**src/rtl/vpu_pkg.sv**
```systemverilog
// Shared widths, latencies and the source-port FSM state type for the VPU
// operand fetch path.
package vpu_pkg;

   localparam int OPERAND_WIDTH   = 16;
   localparam int SRAM_R_PORT_CNT = 3;
   localparam int SRAM_ADDR_WIDTH = 8;
   localparam int SRAM_RD_LAT     = 2;

   typedef enum logic [1:0] {
      IDLE  = 2'd0,
      ISSUE = 2'd1,
      DRAIN = 2'd2,
      DONE  = 2'd3
   } src_port_state_t;

endpackage

```
**src/rtl/vpu_src_fifo.sv**
```systemverilog
// Show-ahead synchronous FIFO buffering one operand set per entry; the head
// entry is visible on pop_data whenever the FIFO is non-empty.
module vpu_src_fifo #(
   parameter int WIDTH = 48,
   parameter int DEPTH = 4,
   localparam int AW   = $clog2(DEPTH)
) (
   input  logic             clk,
   input  logic             rst_n,
   input  logic             push,
   input  logic [WIDTH-1:0] push_data,
   input  logic             pop,
   output logic [WIDTH-1:0] pop_data,
   output logic             full,
   output logic             empty,
   output logic [AW:0]      count
);

   logic [WIDTH-1:0] mem [DEPTH];
   logic [AW-1:0]    wr_ptr_reg;
   logic [AW-1:0]    rd_ptr_reg;
   logic [AW:0]      count_reg;
   logic             push_ok;
   logic             pop_ok;

   assign full     = (count_reg == (AW+1)'(DEPTH));
   assign empty    = (count_reg == '0);
   assign count    = count_reg;
   assign push_ok  = push && !full;
   assign pop_ok   = pop && !empty;
   assign pop_data = mem[rd_ptr_reg];

   // Storage carries no reset; only the pointers define validity.
   always_ff @(posedge clk) begin
      if (push_ok) begin
         mem[wr_ptr_reg] <= push_data;
      end
   end

   always_ff @(posedge clk or negedge rst_n) begin
      if (!rst_n) begin
         wr_ptr_reg <= '0;
         rd_ptr_reg <= '0;
         count_reg  <= '0;
      end else begin
         if (push_ok) begin
            wr_ptr_reg <= wr_ptr_reg + AW'(1);
         end
         if (pop_ok) begin
            rd_ptr_reg <= rd_ptr_reg + AW'(1);
         end
         case ({push_ok, pop_ok})
            2'b10:   count_reg <= count_reg + (AW+1)'(1);
            2'b01:   count_reg <= count_reg - (AW+1)'(1);
            default: count_reg <= count_reg;
         endcase
      end
   end

endmodule

```
**src/rtl/vpu_src_port.sv**
```systemverilog
// Vector source port: streams 2 or 3 operand vectors out of SRAM read ports
// into a credit-controlled FIFO and presents them to the ALU as operand sets.
module vpu_src_port
   import vpu_pkg::*;
#(
   parameter int FIFO_DEPTH = 4,
   parameter int LEN_WIDTH  = 16
) (
   input  logic                                            clk,
   input  logic                                            rst_n,
   input  logic                                            start_i,
   input  logic [1:0]                                      src_cnt_i,
   input  logic [LEN_WIDTH-1:0]                            len_i,
   input  logic [SRAM_R_PORT_CNT-1:0][SRAM_ADDR_WIDTH-1:0] base_addr_i,
   output logic [SRAM_R_PORT_CNT-1:0]                      sram_re_o,
   output logic [SRAM_R_PORT_CNT-1:0][SRAM_ADDR_WIDTH-1:0] sram_raddr_o,
   input  logic [SRAM_R_PORT_CNT-1:0][OPERAND_WIDTH-1:0]   sram_rdata_i,
   output logic [OPERAND_WIDTH-1:0]                        op_0,
   output logic [OPERAND_WIDTH-1:0]                        op_1,
   output logic [OPERAND_WIDTH-1:0]                        op_2,
   output logic [SRAM_R_PORT_CNT-1:0]                      op_valid,
   input  logic                                            op_ready_i,
   output logic                                            busy_o,
   output logic                                            done_o
);

   localparam int P  = SRAM_R_PORT_CNT;
   localparam int OW = OPERAND_WIDTH;
   localparam int AW = SRAM_ADDR_WIDTH;
   localparam int DW = P * OW;
   localparam int CW = $clog2(FIFO_DEPTH) + 1;

   src_port_state_t              state_reg;
   src_port_state_t              state_next;
   logic [1:0]                   src_cnt_reg;
   logic [LEN_WIDTH-1:0]         len_reg;
   logic [LEN_WIDTH-1:0]         issue_cnt_reg;
   logic [LEN_WIDTH-1:0]         pop_cnt_reg;
   logic [P-1:0][AW-1:0]         addr_reg;
   logic [SRAM_RD_LAT-1:0]       vld_pipe_reg;

   logic [P-1:0]                 port_en;
   logic                         accept;
   logic                         issue;
   logic                         last_issue;
   logic                         pop_fire;
   logic                         last_pop;
   logic                         credit_ok;
   logic [CW:0]                  inflight;
   logic [CW:0]                  occupancy;

   logic [DW-1:0]                push_data;
   logic [DW-1:0]                head_data;
   logic                         fifo_full;
   logic                         fifo_empty;
   logic [CW-1:0]                fifo_count;

   assign accept     = (state_reg == IDLE) && start_i;
   assign pop_fire   = !fifo_empty && op_ready_i;
   assign issue      = (state_reg == ISSUE) && credit_ok;
   assign last_issue = issue && (issue_cnt_reg == len_reg - LEN_WIDTH'(1));
   assign last_pop   = pop_fire && (pop_cnt_reg == len_reg - LEN_WIDTH'(1));

   // Every issued read reserves a slot until it leaves the FIFO, so returning
   // data always has room; a pop in this cycle frees its slot immediately.
   always_comb begin
      inflight = '0;
      for (int k = 0; k < SRAM_RD_LAT; k++) begin
         inflight = inflight + (CW+1)'(vld_pipe_reg[k]);
      end
   end

   assign occupancy = inflight + {1'b0, fifo_count} - (CW+1)'(pop_fire);
   assign credit_ok = !fifo_full && (occupancy < (CW+1)'(FIFO_DEPTH));

   always_comb begin
      state_next = state_reg;
      busy_o     = 1'b0;
      done_o     = 1'b0;
      case (state_reg)
         IDLE: begin
            if (start_i) begin
               state_next = (len_i == '0) ? DONE : ISSUE;
            end
         end
         ISSUE: begin
            busy_o = 1'b1;
            if (last_issue) begin
               state_next = DRAIN;
            end
         end
         DRAIN: begin
            busy_o = 1'b1;
            if (last_pop) begin
               state_next = DONE;
            end
         end
         DONE: begin
            done_o     = 1'b1;
            state_next = IDLE;
         end
         default: state_next = IDLE;
      endcase
   end

   always_ff @(posedge clk or negedge rst_n) begin
      if (!rst_n) begin
         state_reg     <= IDLE;
         src_cnt_reg   <= '0;
         len_reg       <= '0;
         issue_cnt_reg <= '0;
         pop_cnt_reg   <= '0;
      end else begin
         state_reg <= state_next;
         if (accept) begin
            src_cnt_reg   <= src_cnt_i;
            len_reg       <= len_i;
            issue_cnt_reg <= '0;
            pop_cnt_reg   <= '0;
         end else begin
            if (issue) begin
               issue_cnt_reg <= issue_cnt_reg + LEN_WIDTH'(1);
            end
            if (pop_fire) begin
               pop_cnt_reg <= pop_cnt_reg + LEN_WIDTH'(1);
            end
         end
      end
   end

   genvar gi;

   // Read-return tracker: a bit enters on issue and becomes a FIFO push exactly
   // SRAM_RD_LAT cycles later. Clearing it on reset discards stale returns.
   generate
      for (gi = 0; gi < SRAM_RD_LAT; gi++) begin : g_vld_pipe
         always_ff @(posedge clk or negedge rst_n) begin
            if (!rst_n) begin
               vld_pipe_reg[gi] <= 1'b0;
            end else if (gi == 0) begin
               vld_pipe_reg[gi] <= issue;
            end else begin
               vld_pipe_reg[gi] <= vld_pipe_reg[(gi == 0) ? 0 : gi-1];
            end
         end
      end
   endgenerate

   generate
      for (gi = 0; gi < P; gi++) begin : g_port
         assign port_en[gi] = (gi < int'(src_cnt_reg));

         always_ff @(posedge clk or negedge rst_n) begin
            if (!rst_n) begin
               addr_reg[gi] <= '0;
            end else if (accept) begin
               addr_reg[gi] <= base_addr_i[gi];
            end else if (issue) begin
               addr_reg[gi] <= addr_reg[gi] + AW'(1);
            end
         end

         assign sram_re_o[gi]    = issue && port_en[gi];
         assign sram_raddr_o[gi] = sram_re_o[gi] ? addr_reg[gi] : '0;
         assign op_valid[gi]     = !fifo_empty && port_en[gi];
      end
   endgenerate

   assign push_data = sram_rdata_i;

   vpu_src_fifo #(
      .WIDTH (DW),
      .DEPTH (FIFO_DEPTH)
   ) u_fifo (
      .clk       (clk),
      .rst_n     (rst_n),
      .push      (vld_pipe_reg[SRAM_RD_LAT-1]),
      .push_data (push_data),
      .pop       (pop_fire),
      .pop_data  (head_data),
      .full      (fifo_full),
      .empty     (fifo_empty),
      .count     (fifo_count)
   );

   // Unused port lanes of the head entry hold undefined read data, so mask them.
   assign op_0 = op_valid[0] ? head_data[0*OW +: OW] : '0;
   assign op_1 = op_valid[1] ? head_data[1*OW +: OW] : '0;
   assign op_2 = op_valid[2] ? head_data[2*OW +: OW] : '0;

endmodule
```
**config.mk**
```make
export PLATFORM = sky130hd
export DESIGN_NAME = vpu_src_port
export DESIGN_NICKNAME = d
export VERILOG_FILES = /design/src/rtl/vpu_pkg.sv /design/src/rtl/vpu_src_fifo.sv /design/src/rtl/vpu_src_port.sv
export SDC_FILE = /design/constraint.sdc
export NUM_CORES = 1
export LEC_CHECK = 0
export CAP_MARGIN = 20
export CORE_MARGIN = 2
export CORE_UTILIZATION = 55
export CTS_BUF_LIST = sky130_fd_sc_hd__clkbuf_16
export DETAILED_ROUTE_END_ITERATION = 16
export GPL_TIMING_DRIVEN = 0
export PLACE_DENSITY = 0.8
export SLEW_MARGIN = 20
export SYNTH_ARGS = -nofsm -noshare
export SYNTH_HDL_FRONTEND = slang
export SYNTH_SLANG_ARGS = --single-unit
```
**constraint.sdc**
```tcl
create_clock -name clk -period 4.7 [get_ports clk]
set_input_delay 0.94 -clock clk [delete_from_list [all_inputs] [get_ports clk]]
set_output_delay 0.94 -clock clk [all_outputs]
set_load 0.02 [all_outputs]
```
* Yosys cells after proc, flatten, opt, wreduce, memory -nomap -nowiden
Memories as Yosys holds them, arrays and structs flattened.
Cells that the tools add are included.
** Word-level totals
- Flip-flop bits (word level) :: 85
- RAM bits :: 192
- Input bits :: 94
- Output and inout port bits :: 80
- Memories :: 1
** Cells by class
- Add/sub/neg operators :: 13
- Order comparisons :: 4
- Equality and inequality tests :: 11
- Mux-type cells :: 26
- Reduce and logical (&&, ||, !) cells :: 24
** Memory list
- u_fifo.mem :: depth 4, width 48, read ports 1, clocked after memory_dff 0, wr ports 1, line vpu_src_fifo.sv:19 : logic [WIDTH-1:0] mem [DEPTH];
** Operators with widths (number)
- 2-to-1 mux 16 bit :: 7
- 2-to-1 mux 8 bit :: 9
- adder 16 x 1 -> 16 bit (second input constant) :: 2
- equality test 16 bit :: 2
- adder 8 x 1 -> 8 bit (second input constant) :: 3
- logical NOT 16 bit :: 1
- subtractor 16 x 1 -> 16 bit (second input constant) :: 1
- logical AND 1 bit :: 14
- 2-to-1 mux 2 bit :: 4
- one-hot mux 2 bit (4 select lines) :: 1
- equality test 2 bit (second input constant) :: 3
- != test 2 bit (second input constant) :: 3
- one-hot mux 3 bit (2 select lines) :: 1
- nonzero test 2 bit :: 3
- adder 2 x 1 -> 2 bit (second input constant) :: 2
- adder 2 x 3 -> 4 bit :: 1
- equality test 2 x 1 -> 1 bit (second input constant) :: 2
- < comparator 1 x 2 -> 1 bit (first input constant) :: 2
- < comparator 4 x 3 -> 1 bit (second input constant) :: 1
- 2-to-1 mux 1 bit :: 4
- subtractor 4 x 1 -> 4 bit :: 1
- adder 3 x 1 -> 3 bit (second input constant) :: 1
- equality test 3 bit (second input constant) :: 1
- logical NOT 3 bit :: 1
- other kinds (7) :: 8

* Depth between registers and ports, before layout
Gate-level depths: netlist of the first run.
- Depth after elaboration :: 10
- Depth in mapped cells :: 17
- Depth with buffers taken out :: 13

* By module
Synthesis of the first run repeated with hierarchy kept, for this count alone.
** Unflattened totals
- Cell total of the unflattened synthesis :: 905
- Area, all modules :: 12618.4 sq um
** By module, submodules not included
- vpu_src_fifo :: instances 1, cells each 289, area each 7330.8 sq um, seq. area each 5940.7 sq um
- vpu_src_port :: instances 1, cells each 616, area each 5287.6 sq um, seq. area each 1951.9 sq um

* Worst setup path after synthesis of the first run
No wires, ideal clock.
- Path type :: in2out
- From :: in op_ready_i
- To :: out sram_raddr_o[16] (netlist name)
- Arrival :: 3568 ps
- Required time :: 3760 ps
- Setup slack :: 192 ps
- Stages on the path :: 13
- Buffers on the path :: 3
- Cell sequence :: and2_1 clkbuf_1 ha_1 inv_1 ha_1 a21o_1 a21oi_1 and3_1 o21a_1 clkbuf_1 and3_1 clkbuf_1 and2_1
** RTL lines
- from (decl) :: line vpu_src_port.sv:22 : input logic op_ready_i,
- to (decl) :: line vpu_src_port.sv:16 : output logic [SRAM_R_PORT_CNT-1:0][SRAM_ADDR_WIDTH-1:0] sram_raddr_o,

==> results of run 1 <==
-- layout by cell type, fill, tap and decap left out, types with 28 or more instances in the layout --
cell type        synthesis  final
and3_1                  53     51
nor2_1                  50     50
nand2_1                108    108
xnor2_1                 48     48
clkbuf_16                0     28
xor2_1                  43     43
dfrtp_1                 85     85
clkdlybuf4s50_1          0    145
clkbuf_1                46     40
edfxtp_1               192    192
mux4_2                  48     48
inv_1                   23     34
o21ai_0                 43     42
-- layout make-up --
cell class | count | area [µm²]
Antenna cell | 1 | 2.50
Buffer | 51 | 234
Clock buffer | 28 | 701
Clock inverter | 24 | 150
Fill cell | 1548 | 6970
Inverter | 23 | 86.3
Multi-Input combinational cell | 582 | 4450
Sequential cell | 277 | 7890
Tap cell | 285 | 357
Timing Repair Buffer | 179 | 1730
-- worst min path at each step --
stage / start / end / slack (ns) / cells after the start
final: rst_n / addr_reg[23]$_DFFE_PN0P_ / 0.34 / 1
after global routing: rst_n / addr_reg[23]$_DFFE_PN0P_ / 0.37 / 1
after CTS: rst_n / addr_reg[23]$_DFFE_PN0P_ / 0.35 / 1
after detailed placement: vld_pipe_reg[0]$_DFF_PN0_ / vld_pipe_reg[1]$_DFF_PN0_ / 0.38 / 0
after global placement: vld_pipe_reg[0]$_DFF_PN0_ / vld_pipe_reg[1]$_DFF_PN0_ / 0.38 / 0
after floorplan: vld_pipe_reg[0]$_DFF_PN0_ / vld_pipe_reg[1]$_DFF_PN0_ / 0.35 / 0
-- power breakdown --
group / switching, mW / internal, mW
registers: 0.289 / 3.03
logic: 1.98 / 1.62
clock network: 0.913 / 1.13
total: 3.18 / 5.78
-- layer usage --
layer  track usage  up-vias  share of wire
met5             0        -              0
met4        0.0979        0          0.038
met3        0.0554       66          0.067
met2         0.412      264           0.49
met1         0.314     4145           0.41
li1              -     3840              -
-- cells in the mapped netlist (all sizes together), types with 2 or more instances --
cell type,count,share of area
a2111oi,2,0.0014
a211o,2,0.0014
a21oi,11,0.0044
a22oi,2,0.0016
a31oi,3,0.0015
and2,25,0.012
and3,53,0.026
and4,3,0.0021
buf,8,0.0037
clkbuf,46,0.014
dfrtp,85,0.17
edfxtp,192,0.46
ha,20,0.020
inv,23,0.0068
mux2i,8,0.0064
mux4,48,0.086
nand2,108,0.032
nand3,19,0.0075
nand4,17,0.0084
nor2,50,0.015
nor2b,18,0.0089
nor3,8,0.0036
nor3b,3,0.0018
nor4,11,0.0055
o21a,2,0.0012
o21ai,43,0.017
o31ai,3,0.0018
or3,10,0.0054
or4,5,0.0033
xnor2,48,0.033
xor2,43,0.030
-- worst max-delay path, delay by kind of cell (launching register included) --
| kind | cells | cell delay (ns) |
|---|---|---|
| AND/OR/NAND/NOR | 5 | 1.15 |
| adder cells (fa/ha/maj) | 2 | 0.56 |
| AO/OA/AOI/OAI | 3 | 0.51 |
| buffers and inverters | 3 | 0.44 |
| flip-flops | 1 | 0.41 |
-- stage by stage --
step                      setup slack (ns)  setup TNS (ns)   util
after detailed placement             -1.22          -32.61  0.653
after global placement               -1.20          -75.01  0.651
after global routing               -0.0124         -0.0331  0.691
after floorplan                      0.192               0      -
final                                0.147               0  0.691
after CTS                          0.00412               0  0.693
-- kinds of logic after synthesis --
| group | after synthesis | share of synthesized area |
|---|---|---|
| buffers and inverters | 77 | 0.0242 |
| multiplexers | 56 | 0.0921 |
| AND/OR/NAND/NOR | 333 | 0.134 |
| XOR/XNOR | 91 | 0.0632 |
| flip-flops | 277 | 0.626 |
| adder cells (fa/ha/maj) | 21 | 0.0214 |
| AO/OA/AOI/OAI | 81 | 0.0392 |
-- repair_timing --
action | 4_1_cts | 5_1_grt
pin swaps | 1 | 2
gates resized for setup | 92 | 23
setup buffers | 2 | 3
endpoints found under the setup margin | 27 | 27
==> metrics.csv, run 1 <==
stage,metric,value,unit
sta,final_max_slew_viol_count,0,
placed_design,post_dp_cell_area,14700,µm²
grt,grt_pass1_wl,45900,µm
critical_path,cp.required,3.76,ns
synth,ys_seq_area_frac,0.626,
clock_network,cts_sinks,277,
synth,synth_ff_type,edfxtp_1,
critical_path,end_kind,output pin,
power,ir_worst_vdd,0.431,mV
detailed_routing,initialDrtViolationCount,482,
sta,clock_skew,0.0328,ns
critical_path,slowest_delay,0.41,ns
critical_path,r2r_end,addr_reg[3]$_DFFE_PN0P_,
die,dieHeight,155,µm
sta,setup_viol,0,
grt,grt_usage,0.246,
die,core,22600,µm²
placed_design,gp_congestion,0.916,
die,die_w,155,µm
critical_path,start_kind,register,
die,placementRows,55,
synth,yosysWarningCount,0,
sta,hold_ws,0.344,ns
placed_design,placed_cells,1395,
power,p_total,8.96,mW
critical_path,setup.worst_path.class,reg -> out,
synth,syn-num-nets,1051,
placed_design,portBuffers,173,
detailed_routing,routedWlPerCell,20.3,µm
die,ios,174,
grt,overflow,0,
sta,fin_crit,4.55,ns
synth,ys_types,55,
critical_path,crit_slowest_cell,dfrtp_1,
clock_network,clkSlewWorstSetupHoldPaths,0.06,ns
power,powerDensity,574,nW/µm²
grt,grt_max_degree,55,
layout,fin_area,15600,µm²
die,dieArea,24200,µm²
clock_network,clockRootBuffer,clkbuf_16,
synth,syn_area,12600,µm²
detailed_routing,first_pass_iters,6,
clock_network,cts_buffers,28,
detailed_routing,num_vias,8315,
hold_path,hold_path_class,in -> async,
synth,synth_edf_count,192,
critical_path,critPathArrivalTime,3.61,ns
clock_network,cts_tree,done,
critical_path,cp_max_fo,10,
detailed_routing,routed_via_density,5.73,
critical_path,path_cells,or3_4 -> and2_4 -> ha_1 -> inv_1 -> ha_1 -> a21o_1 -> a21oi_2 -> and3_4 -> o21a_2 -> buf_8 -> and3_4 -> and2_1 -> clkdlybuf4s15_2,
sta,hold_viol,0,
clock_network,clk_latency,0.57,ns
synth,ys_ff_latch,277,
grt,grt_pass1_vias,8532,
synth,synthCells,936,
layout,largest_reg_flops,192,
synth,syn_avg_cell_area,13.5,µm²
sta,post-route-period-util,0.969,
clock_network,htreeDepth,1,
flow_run,cap_violations,0,
detailed_routing,ant_nets,0,
sta,slew_headroom,0.391,
outcome,status,"complete, no violations",
detailed_routing,drt_wl_total,29400,µm
synth,async_reset_ff_frac,0.307,
die,initial_core_util,0.559,
critical_path,timing.rr.start,u_fifo.count[1]$_DFFE_PN0P_,
critical_path,cp-endpoint,sram_raddr_o[21],
layout,area_delta_synth_final,23.7,%
placed_design,hpwl,19900,µm
clock_network,hold_buffers,0,
layout,fin_cells,1450,
sta,clock.fmax,0.220,GHz
power,p_leak,5.93,nW
detailed_routing,drc,0,
layout,nets,1257,
layout,drive_gt1_frac,0.122,
grt,antenna_found_initial,1,
critical_path,reg2reg_depth,15,
critical_path,crit_start,u_fifo.count[1]$_DFFE_PN0P_,
critical_path,rrSetupSlack,1.08,ns
clock_network,cts.path.max_buffers,3,
sta,tightestPinTransition,0.908,ns
Power figures use the tool's default switching activity.
==> run 2, diff against run 1 <==
SLEW_MARGIN = default   (was 20)
SYNTH_HIERARCHICAL = 1   (was default)
==> run 2 against run 1 <==
First-iteration DRC count rose by 11%; clock power about the same; fmax is 1.3% lower; largest cell class unchanged; flip-flop and latch count stayed put; cell area up 0.45%; synthesized cell count fell by 3.3%; total power fell by 1.6%.
==> metrics.csv, run 2 <==
stage,metric,value,unit
synth,syn_area,12600,µm²
synth,synth_commonest_cells,"edfxtp_1, nand2_1, dfrtp_1, xor2_1, and2_1",
synth,ys_seq_area_frac,0.625,
power,seqPwrFrac,0.369,
sta,clock.fmax,0.217,GHz
critical_path,end_kind,output pin,
grt,grt_usage,0.242,
clock_network,clockRootBuffer,clkbuf_16,
layout,postLayoutCoreUtil,0.694,
detailed_routing,ant_nets,0,
placed_design,portBuffers,173,
critical_path,cp.required,3.76,ns
power,p_leak,5.95,nW
critical_path,crit_slowest_cell,clkdlybuf4s50_1,
die,core,22600,µm²
power,p_total,8.81,mW
sta,fin_crit,4.61,ns
critical_path,path_cells,clkdlybuf4s50_1 -> nor2b_1 -> buf_4 -> ha_1 -> inv_1 -> ha_1 -> a21o_4 -> a21o_1 -> a211o_4 -> and3_1 -> buf_4 -> and2_1 -> buf_2,
power,switchingPower,3.05,mW
sta,slew_headroom,0.552,
detailed_routing,num_vias,8106,
die,ios,174,
clock_network,cts_buffers,28,
synth,async_reset_ff_frac,0.307,
synth,syn_avg_cell_area,13.9,µm²
sta,tightestPinTransition,0.669,ns
detailed_routing,initialDrtViolationCount,533,
critical_path,critPathArrivalTime,3.67,ns
grt,grt_pass1_vias,8468,
synth,synth_ff_type,edfxtp_1,
grt,grt_pass1_wl,45600,µm
power,powerDensity,562,nW/µm²
layout,layout_commonest_cell,edfxtp_1,
layout,drive_gt1_frac,0.153,
synth,ys_types,63,
layout,largest_reg_flops,192,
critical_path,start_kind,input port,
die,die_w,155,µm
clock_network,htreeDepth,1,
clock_network,clk_latency,0.53,ns
synth,synth_edf_count,192,
power,p_comb_frac,0.400,
synth,yosysWarningCount,6,
grt,overflow,0,
clock_network,cts.path.max_buffers,3,
synth,synthCells,905,
critical_path,slowest_delay,0.41,ns
sta,hold_viol,0,
detailed_routing,routed_via_density,5.70,
critical_path,cp_max_fo,9,
flow_run,cap_violations,0,
synth,synth_largest_area_cell,edfxtp_1,
detailed_routing,routedWlPerCell,20.0,µm
synth,yosysMostFrequentCell,edfxtp_1,
sta,setup_viol,0,
layout,nets,1234,
placed_design,hpwl,19400,µm
detailed_routing,drc,0,
clock_network,clkSlewWorstSetupHoldPaths,0.07,ns
grt,antenna_found_initial,0,
power,p_clk_frac,0.230,
placed_design,gp_congestion,0.850,
outcome,status,"complete, no violations",
sta,fin_ws,0.0885,ns
synth,synthTopCellsByArea,"edfxtp_1, dfrtp_1, mux4_2",
hold_path,hold_path_class,in -> async,
power,ir_worst_vdd,0.436,mV
die,placementRows,55,
critical_path,setup.worst_path.class,in -> out,
layout,final_cell_mix,"edfxtp_1, clkdlybuf4s50_1, nand2_1",
power,switching_share,0.346,
power,p_int,5.76,mW
synth,syn-num-nets,1020,
layout,area_delta_synth_final,24.2,%
clock_network,cts_tree,done,
die,initial_core_util,0.559,
die,dieHeight,155,µm
detailed_routing,drt_wl_total,28500,µm
sta,clock_skew,0.0103,ns
detailed_routing,first_pass_iters,5,
grt,grt_max_degree,59,
synth,ys_ff_latch,277,
die,dieArea,24200,µm²
sta,final_max_slew_viol_count,0,
synth,synth_top_area_frac,0.457,
clock_network,cts_sinks,277,
layout,insertedDiodeCount,0,
sta,post-route-period-util,0.981,
placed_design,place_ws,-0.978,ns
sta,hold_ws,0.333,ns
run 2: what timing repair did:
| action | in CTS | in global routing |
|---|---|---|
| pin swaps | 1 | 4 |
| setup buffers | 1 | 5 |
| resized for setup | 115 | 13 |
| gates cloned | 0 | 1 |
| setup endpoints to repair | 27 | 27 |
| hold buffers | 0 | 0 |
run 2: final timing paths:
kind | from | end | slack (ns) | cells after the start
max in group asynchronous | rst_n | u_fifo/rd_ptr_reg[0]$_DFFE_PN0P_ | 3.73 | 2
worst min-delay path | rst_n | pop_cnt_reg[14]$_DFFE_PN0P_ | 0.33 | 1
worst max-delay path | op_ready_i | sram_raddr_o[18] | 0.09 | 13
worst min register to register | vld_pipe_reg[0]$_DFF_PN0_ | vld_pipe_reg[1]$_DFF_PN0_ | 0.41 | 0
worst max register to register | u_fifo/count[0]$_DFFE_PN0P_ | state_reg[0]$_DFFE_PN0P_ | 1.23 | 15
min in group clk | vld_pipe_reg[0]$_DFF_PN0_ | vld_pipe_reg[1]$_DFF_PN0_ | 0.41 | 0
run 2: cell type report:
type / count / area (µm²)
plain buffers: 48 / 244
clock inverters: 19 / 111
clock buffers: 29 / 726
repair buffers: 185 / 1790
multi-input cells: 559 / 4470
inverters: 20 / 75.1
fillers: 1583 / 6900
flip-flops and latches: 277 / 7890
well taps: 285 / 357
run 2: cell families (layout without fill, tap and decap cells):
| logic type | after synthesis | after routing | share of synthesized area |
|---|---|---|---|
| and+or+nand+nor | 323 | 323 | 0.137 |
| DFF | 277 | 277 | 0.625 |
| xor gates and xnor gates | 98 | 98 | 0.0680 |
| buffers and inverters | 69 | 301 | 0.0251 |
| AOI/OAI and AO/OA | 59 | 59 | 0.0291 |
| muxes | 58 | 58 | 0.0941 |
| adders and majority gates | 21 | 21 | 0.0214 |
run 2: power groups by stage:
stage | Combinational [mW] | Clock (mW) | Sequential, mW
global placement | 3.35 | 0 | 3.28
finish | 3.53 | 2.03 | 3.26
CTS | 3.48 | 2.07 | 3.25
detailed placement | 3.44 | 0 | 3.29
floorplan | 2.32 | 0 | 3.21
global route | 3.85 | 2.16 | 3.30
run 2: critical path: cells and delay by family:
family	cells	cell delay (ns)
and+or+nand+nor	3	0.48
AOI/OAI and AO/OA	3	0.79
adders and majority gates	2	0.54
buffers and inverters	5	0.91
run 2: through the flow:
step	std cells	TNS, ns	cell area, µm²
after floorplan	905	0	12600
after global placement	1363	-55.12	14700
after detailed placement	1368	-24.03	14800
after CTS	1417	0	15600
after global routing	1422	-0.00449	15700
final	1422	0	15700
run 2: metal layers:
metal | vias to the layer above | share of wire | GRT usage
met5 | - | 0 | 0
met4 | 0 | 0.032 | 0.0769
met3 | 62 | 0.049 | 0.0345
met2 | 238 | 0.50 | 0.406
met1 | 4085 | 0.42 | 0.332
li1 | 3721 | - | -
==> run 3, diff against run 2 <==
TNS_END_PERCENT = 1   (was default)
==> results of run 3 <==
The final DEF is identical to that of run 2; final timing and power are the same.
